==> src/rtl/input_conditioner_multi.sv <==
// input_conditioner_multi: per-channel 2-FF synchroniser, debouncer and one-cycle press strobe.
// Optional auto-repeat for held keys is built only when INPUT_COND_REPEAT_EN is defined.
module input_conditioner_multi #(
    parameter int CHANNELS        = 4,
    parameter int DEBOUNCE_CYCLES = 16,
    parameter int ACTIVE_LOW      = 1,
    parameter int REPEAT_DELAY    = 500,
    parameter int REPEAT_PERIOD   = 100
) (
    input  logic                Clock,
    input  logic                Reset,
    input  logic [CHANNELS-1:0] A,
    output logic [CHANNELS-1:0] level,
    output logic [CHANNELS-1:0] pulse,
    output logic                any_pulse
);

    localparam int               CNT_W    = $clog2(DEBOUNCE_CYCLES + 1);
    localparam logic [CNT_W-1:0] CNT_LAST = CNT_W'(DEBOUNCE_CYCLES - 1);
    localparam logic             POL      = (ACTIVE_LOW != 0);

    if (CHANNELS < 1 || DEBOUNCE_CYCLES < 1 || REPEAT_DELAY < 1 || REPEAT_PERIOD < 1) begin : g_bad_params
        $error("input_conditioner_multi: all parameters must be >= 1");
    end

    logic [CHANNELS-1:0] w_raw;
    logic [CHANNELS-1:0] w_accept;
    logic [CHANNELS-1:0] r_s1;
    logic [CHANNELS-1:0] r_s2;
    logic [CHANNELS-1:0] r_level;
    logic [CHANNELS-1:0] r_pulse;
    logic [CNT_W-1:0]    r_cnt [CHANNELS];

`ifdef INPUT_COND_REPEAT_EN
    localparam int              RC_MAX    = (REPEAT_DELAY > REPEAT_PERIOD) ? REPEAT_DELAY : REPEAT_PERIOD;
    localparam int              RC_W      = $clog2(RC_MAX + 1);
    localparam logic [RC_W-1:0] RC_DELAY  = RC_W'(REPEAT_DELAY - 1);
    localparam logic [RC_W-1:0] RC_PERIOD = RC_W'(REPEAT_PERIOD - 1);

    logic [RC_W-1:0] r_rc [CHANNELS];
`endif

    // Normalise polarity so that 1 always means pressed from here on.
    always_comb begin
        w_raw = A ^ {CHANNELS{POL}};
        w_accept = '0;
        for (int i = 0; i < CHANNELS; i++) begin
            w_accept[i] = (r_s2[i] != r_level[i]) && (r_cnt[i] == CNT_LAST);
        end
    end

    always_ff @(posedge Clock or posedge Reset) begin
        if (Reset) begin
            r_s1    <= '0;
            r_s2    <= '0;
            r_level <= '0;
            r_pulse <= '0;
            for (int i = 0; i < CHANNELS; i++) begin
                r_cnt[i] <= '0;
`ifdef INPUT_COND_REPEAT_EN
                r_rc[i]  <= '0;
`endif
            end
        end else begin
            r_s1 <= w_raw;
            r_s2 <= r_s1;
            for (int i = 0; i < CHANNELS; i++) begin
                r_pulse[i] <= 1'b0;
                // Any sample matching the accepted level restarts the stability count.
                if (w_accept[i] || (r_s2[i] == r_level[i])) begin
                    r_cnt[i] <= '0;
                end else begin
                    r_cnt[i] <= r_cnt[i] + 1'b1;
                end
                if (w_accept[i]) begin
                    r_level[i] <= r_s2[i];
                    r_pulse[i] <= r_s2[i];
                end
`ifdef INPUT_COND_REPEAT_EN
                // A level change wins over a due repeat, so release never pulses.
                if (w_accept[i]) begin
                    r_rc[i] <= r_s2[i] ? RC_DELAY : '0;
                end else if (r_level[i]) begin
                    if (r_rc[i] == '0) begin
                        r_pulse[i] <= 1'b1;
                        r_rc[i]    <= RC_PERIOD;
                    end else begin
                        r_rc[i] <= r_rc[i] - 1'b1;
                    end
                end else begin
                    r_rc[i] <= '0;
                end
`endif
            end
        end
    end

    assign level     = r_level;
    assign pulse     = r_pulse;
    assign any_pulse = |r_pulse;

endmodule

==> config.mk <==
export PLATFORM = sky130hd
export DESIGN_NAME = input_conditioner_multi
export DESIGN_NICKNAME = d
export VERILOG_FILES = /design/src/rtl/input_conditioner_multi.sv
export SDC_FILE = /design/constraint.sdc
export NUM_CORES = 1
export LEC_CHECK = 0
export ABC_AREA = 1
export CAP_MARGIN = 20
export CORE_MARGIN = 3
export CORE_UTILIZATION = 55
export CTS_BUF_LIST = sky130_fd_sc_hd__clkbuf_4 sky130_fd_sc_hd__clkbuf_8
export DETAILED_ROUTE_END_ITERATION = 10
export GPL_TIMING_DRIVEN = 0
export PLACE_DENSITY = 0.78
export SLEW_MARGIN = 10
export SYNTH_ARGS = -nofsm -noshare
export SYNTH_HDL_FRONTEND = slang
export SYNTH_SLANG_ARGS = --single-unit
==> constraint.sdc <==
create_clock -name Clock -period 2.1 [get_ports Clock]
set_input_delay 0.63 -clock Clock [delete_from_list [all_inputs] [get_ports Clock]]
set_output_delay 0.63 -clock Clock [all_outputs]
set_load 0.1 [all_outputs]
==> flow_summary_export.csv, run 1 <==
group,metric,value,unit
outcome,status,"completed",
sta,fin_setup_tns,0,ns
routing,vias,990,
hold_path,whs_endpoint,"r_s2[2]",
die,fp.coreArea,2520,µm²
clocking,clockRootBuffer,"clkbuf_4",
sta,hold_viol,0,
layout,fillerInstances,193,
die,die_w,57.9,µm
sta,setup-violations-final,0,
layout,drive_gt1_frac,0.206,
die,start_util,0.587,
logic_synthesis,yosysWarnings,0,
job,maxCapViolCount,0,
setup_path,worstSetupPathType,"reg2out",
routing,antenna_left,0,
logic_synthesis,ys_seq_area_frac,0.608,
logic_synthesis,synth_area_per_cell,10.0,µm²
clocking,cts_tree,"done",
grt,grt_max_degree,37,
die,dieArea,3350,µm²
place,place_congestion,0.742,
sta,rsz0062_at_grt,"false",
layout,nets,183,
clocking,clk_latency,0.34,ns
grt,grt-ovfl-total,0,
clocking,cts_made_buffers,5,
grt,antenna_found_initial,0,
routing,post_drt_wl_per_cell,11.4,µm
logic_synthesis,netlist_instances,148,
sta,max_freq,501,MHz
logic_synthesis,syn-num-nets,162,
routing,drt_iter0_markers,24,
clocking,post_cts_resized,27,
logic_synthesis,synth_area,1480,µm²
routing,firstDrtPassIters,6,
clocking,h-tree-depth,2,
grt,grt_pass1_wl,4.11,mm
setup_path,rr_startpoint,"r_cnt[15]",
routing,viasPerCell,4.95,
die,io_pins,15,
layout,n_antenna_cell,0,
place,dp_hpwl,1.65,mm
layout,area_delta_synth_final,17.1,%
clocking,hold_buffers,0,
layout,stdcell_area,1730,µm²
place,dpl.cell_count,192,
setup_path,required,1.47,ns
sta,post-route-min-period,2.00,ns
power,p_per_area,688,nW/µm²
setup_path,worstPathArrival,1.37,ns
layout,multi_input_area,474,µm²
hold_path,hold_depth,0,
routing,route.detailed.drc,0,
setup_path,cp-start-kind,"flop",
hold_path,min_path_type,"reg2reg",
die,num_rows,18,
sta,fin_crit_sh,0.950,
power,vdd_drop_max,0.000469,V
logic_synthesis,synth-seq-cells,36,
power,leakagePower,0.837,nW
sta,maxSlewViolCount,0,
setup_path,crit_fanout,2,
setup_path,r2r_end,"r_cnt[18]",
setup_path,endpoint_kind,"primary output",
clocking,clk_pin_slew,0.11,ns
die,die_h,57.9,µm
sta,maxSlewHeadroom,0.523,
place,dpl_cell_area,1660,µm²
sta,fin_skew,0.00770,ns
place,port_buffers,14,
clocking,cts_setup_buffers,0,
grt,grt.total_usage,0.167,
grt,grt_pass1_vias,1040,
setup_path,rr_worst_depth,7,
logic_synthesis,synth.distinct_cells,14,
routing,totalWireLength,2.28,mm
layout,seqCellArea,901,µm²
layout,final_cells,200,
hold_path,min_from,"r_s1[2]",
setup_path,r2r_setup_slack,0.69,ns
sta,worst_pin_slew,0.715,ns
clocking,clock_sinks,36,
clocking,clockBufferDepth,2,
-- per-stage QoR --
step	hold slack [ns]	setup WS [ns]	total power (W)	utilization
after global routing	0.373	0.0105	0.00127	0.688
after floorplan	0.331	0.00642	0.000805	-
final	0.355	0.105	0.00119	0.688
after detailed placement	0.336	-0.113	0.000830	0.659
after global placement	0.333	-0.0909	0.000824	0.659
after CTS	0.356	0.0719	0.00122	0.688
-- state kept, by name, indices dropped and copies added (netlist names) --
name and count:
pulse 4, r_s1 4, r_s2 4, r_cnt 20, level 4
-- layout make-up --
cell class | count | area share
Clock buffer | 6 | 0.0296
Clock inverter | 2 | 0.00577
Inverter | 29 | 0.0628
Multi-Input combinational cell | 83 | 0.273
Sequential cell | 36 | 0.519
Tap cell | 30 | 0.0216
Timing Repair Buffer | 14 | 0.0873
-- placed cells by master, fill, tap and decap left out, drive strengths merged --
cell type	Yosys	final
clkbuf	0	6
nand2	25	25
clkdlybuf4s50	0	5
nor2	26	26
o21ai	4	4
clkinv	0	2
nand4	4	4
clkdlybuf4s15	0	9
nand3	8	8
ha	8	8
inv	29	29
xnor2	4	4
nor3	4	4
dfrtp	36	36
-- synthesized netlist by cell type, drive strengths merged --
library cell  instances  area [µm²]
inv                  29         109
xnor2                 4        35.0
nor3                  4        20.0
nand3                 8        60.1
nand4                 4        25.0
nor2                 26         108
ha                    8         100
o21ai                 4        20.0
dfrtp                36         901
nand2                25         104
-- report_power, final --
| group | internal (W) | leakage, nW | total (W) | switching, W |
|---|---|---|---|---|
| Combinational | 0.0000309 | 0.325 | 0.0000731 | 0.0000422 |
| Clock | 0.000159 | 0.0380 | 0.000378 | 0.000219 |
| Sequential | 0.000719 | 0.474 | 0.000743 | 0.0000233 |
| Total | 0.000909 | 0.837 | 0.00119 | 0.000285 |
-- worst max-delay path by stage --
stage	start	endpoint	slack (ns)	cells after the start
final	pulse[3]	any_pulse	0.10	3
after global routing	pulse[3]	any_pulse	0.01	3
after CTS	pulse[2]	any_pulse	0.07	3
after detailed placement	pulse[2]	any_pulse	-0.11	3
after global placement	pulse[2]	any_pulse	-0.09	3
after floorplan	pulse[3]	any_pulse	0.006	2
-- worst max-delay path: stages, from the launching register on --
cell,delay [ns]
dfrtp_1,0.39
nor2_1,0.13
nand2_2,0.05
clkdlybuf4s15_2,0.46
-- cell families (layout without fill, tap and decap cells) --
group,Yosys count,after routing,synth area share
flops,36,36,0.608
compound gates,4,4,0.0135
buf+inv,29,51,0.0735
xor+xnor,4,4,0.0236
fa+ha+maj,8,8,0.0676
simple gates,67,67,0.214
-- per-layer routing --
| layer | GRT usage | share of wire |
|---|---|---|
| met1 | 0.173 | 0.39 |
| met3 | 0.0601 | 0.054 |
| met4 | 0.106 | 0.038 |
| met5 | 0 | 0 |
| met2 | 0.285 | 0.51 |
(Power assumes the default switching activity.)
==> run 2: changes to the inputs <==
--- a/config.mk
+++ b/config.mk
@@ -13,6 +13,7 @@
 export DETAILED_ROUTE_END_ITERATION = 10
 export GPL_TIMING_DRIVEN = 0
 export PLACE_DENSITY = 0.78
+export REMOVE_ABC_BUFFERS = 1
 export SLEW_MARGIN = 10
 export SYNTH_ARGS = -nofsm -noshare
 export SYNTH_HDL_FRONTEND = slang
==> flow_summary_export.csv, run 2 (synthesized netlist as in run 1, its figures left out) <==
group,metric,value,unit
routing,route.detailed.drc,0,
routing,drt_iter0_markers,20,
power,internal-power,0.000886,W
grt,grt.total_usage,0.163,
setup_path,cp-start-kind,"flop",
sta,fin_skew,0.0107,ns
hold_path,min_path_type,"reg2reg",
setup_path,crit_fanout,2,
sta,post-route-min-period,1.98,ns
layout,layout_common_cells,"36 x dfrtp_1, 24 x inv_1, 22 x nor2_1",
layout,area_delta_synth_final,16.1,%
power,seqPwrFrac,0.643,
setup_path,worstPathArrival,1.35,ns
setup_path,slowest_stage,"clkdlybuf4s15_2",
clocking,clk_latency,0.33,ns
power,vdd_drop_max,0.000580,V
setup_path,worstSetupPathDepth,3,
power,leakagePower,0.831,nW
setup_path,crit_buf_inv,1,
power,clockPowerShare,0.293,
die,die_h,57.9,µm
setup_path,rr_startpoint,"r_cnt[10]",
sta,maxSlewHeadroom,0.526,
sta,maxSlewViolCount,0,
layout,regMostFlops,"r_cnt",
outcome,status,"completed",
setup_path,max_stage_delay,0.46,ns
clocking,cts_setup_buffers,0,
clocking,clock_sinks,36,
sta,setup-violations-final,0,
routing,met1Wirelength,885,µm
clocking,cts_made_buffers,5,
power,swShare,0.232,
routing,wl_met3,99,µm
routing,wl_met2,1.07,mm
sta,whs,0.353,ns
routing,totalWireLength,2.10,mm
power,p_per_area,671,nW/µm²
setup_path,rr_worst_depth,7,
sta,hold_viol,0,
clocking,hold_buffers,0,
die,start_util,0.587,
setup_path,r2r_end,"r_cnt[10]",
grt,antenna_found_initial,0,
sta,fin_crit_sh,0.942,
clocking,cts_tree,"done",
routing,vias,975,
setup_path,required,1.47,ns
power,p_comb_frac,0.064,
layout,drive_gt1_frac,0.195,
grt,grt_max_degree,37,
layout,fillerInstances,207,
sta,worst_pin_slew,0.710,ns
place,dp_hpwl,1.61,mm
setup_path,crit_family,"buffers and inverters",
die,io_pins,15,
sta,rsz0062_at_grt,"false",
grt,grt_pass1_vias,998,
routing,post_drt_wl_per_cell,10.6,µm
power,power,0.00115,W
layout,nets,183,
layout,seqCellArea,901,µm²
grt,grt-ovfl-total,0,
clocking,h-tree-depth,2,
setup_path,endpoint_kind,"primary output",
setup_path,endpoint,"any_pulse",
job,maxCapViolCount,0,
power,p_sw,0.000267,W
sta,max_freq,506,MHz
setup_path,crit_path_start,"pulse[1]",
clocking,clockRootBuffer,"clkbuf_4",
setup_path,worstSetupPathType,"reg2out",
routing,antenna_left,0,
clocking,clk_pin_slew,0.10,ns
routing,viasPerCell,4.90,
setup_path,r2r_setup_slack,0.71,ns
die,fp.coreArea,2520,µm²
place,port_buffers,14,
layout,multi_input_area,472,µm²
layout,largest_reg_flops,20,
place,place_congestion,0.677,
layout,n_antenna_cell,0,
routing,firstDrtPassIters,4,
die,num_rows,18,
grt,grt_pass1_wl,4.05,mm
setup_path,crit_chain,"nor2_1 > nand2_1 > clkdlybuf4s15_2",
layout,mostFrequentLayoutCell,"dfrtp_1",
die,die_w,57.9,µm
die,dieArea,3350,µm²
routing,highest_layer,"met4",
clocking,clockBufferDepth,2,
layout,fin_util,0.682,
-- run 2: metal layers --
metal | GRT usage | vias to the layer above
met2 | 0.268 | 20
met4 | 0.0894 | 0
met3 | 0.0468 | 5
li1 | - | 496
met5 | 0 | -
met1 | 0.192 | 454
-- run 2: how the worst min path moves through the flow --
stage               startpoint      end  slack, ns  depth (start not counted)
floorplan              r_s1[0]  r_s2[0]       0.33                          0
global placement       r_s1[0]  r_s2[0]       0.33                          0
detailed placement     r_s1[3]  r_s2[3]       0.34                          0
CTS                    r_s1[3]  r_s2[3]       0.36                          0
global route           r_s1[3]  r_s2[3]       0.37                          0
finish                 r_s1[3]  r_s2[3]       0.35                          0
-- run 2: through the flow --
stage	setup TNS [ns]	instance area (µm²)	setup slack (ns)	cells
after global routing	0	1720	0.0233	199
final	0	1720	0.123	199
after detailed placement	-0.325	1660	-0.0919	192
after global placement	-2.46	1660	-0.0846	192
after floorplan	-0.222	1480	-0.222	148
after CTS	0	1720	0.0769	199
-- run 2: power by group through the flow --
stage / Clock [W] / Sequential [W] / Combinational [W]
2_1_floorplan: 0 / 0.000751 / 0.0000540
3_3_place_gp: 0 / 0.000753 / 0.0000713
3_5_place_dp: 0 / 0.000755 / 0.0000757
4_1_cts: 0.000359 / 0.000742 / 0.0000762
5_1_grt: 0.000387 / 0.000747 / 0.0000876
6_report: 0.000339 / 0.000742 / 0.0000734
-- run 2: area by class of cell --
type	count	area share
repair buffers	14	0.0880
inverters	29	0.0633
flip-flops and latches	36	0.524
clock inverters	1	0.00291
multi-input cells	83	0.274
clock buffers	6	0.0262
well taps	30	0.0218
-- run 2: worst reg2reg max path, cell delays in order (launching register included) --
cell and delay (ns):
dfrtp_1 0.42, ha_1 0.23, nand2_1 0.08, nor2_1 0.04, ha_1 0.20, inv_1 0.10
nand3_2 0.13, nor2_1 0.12
-- run 2: what timing repair did --
action                                  4_1_cts  5_1_grt
endpoints found under the setup margin        9        0
resized for setup                            27        0
hold endpoints to repair                      0        0
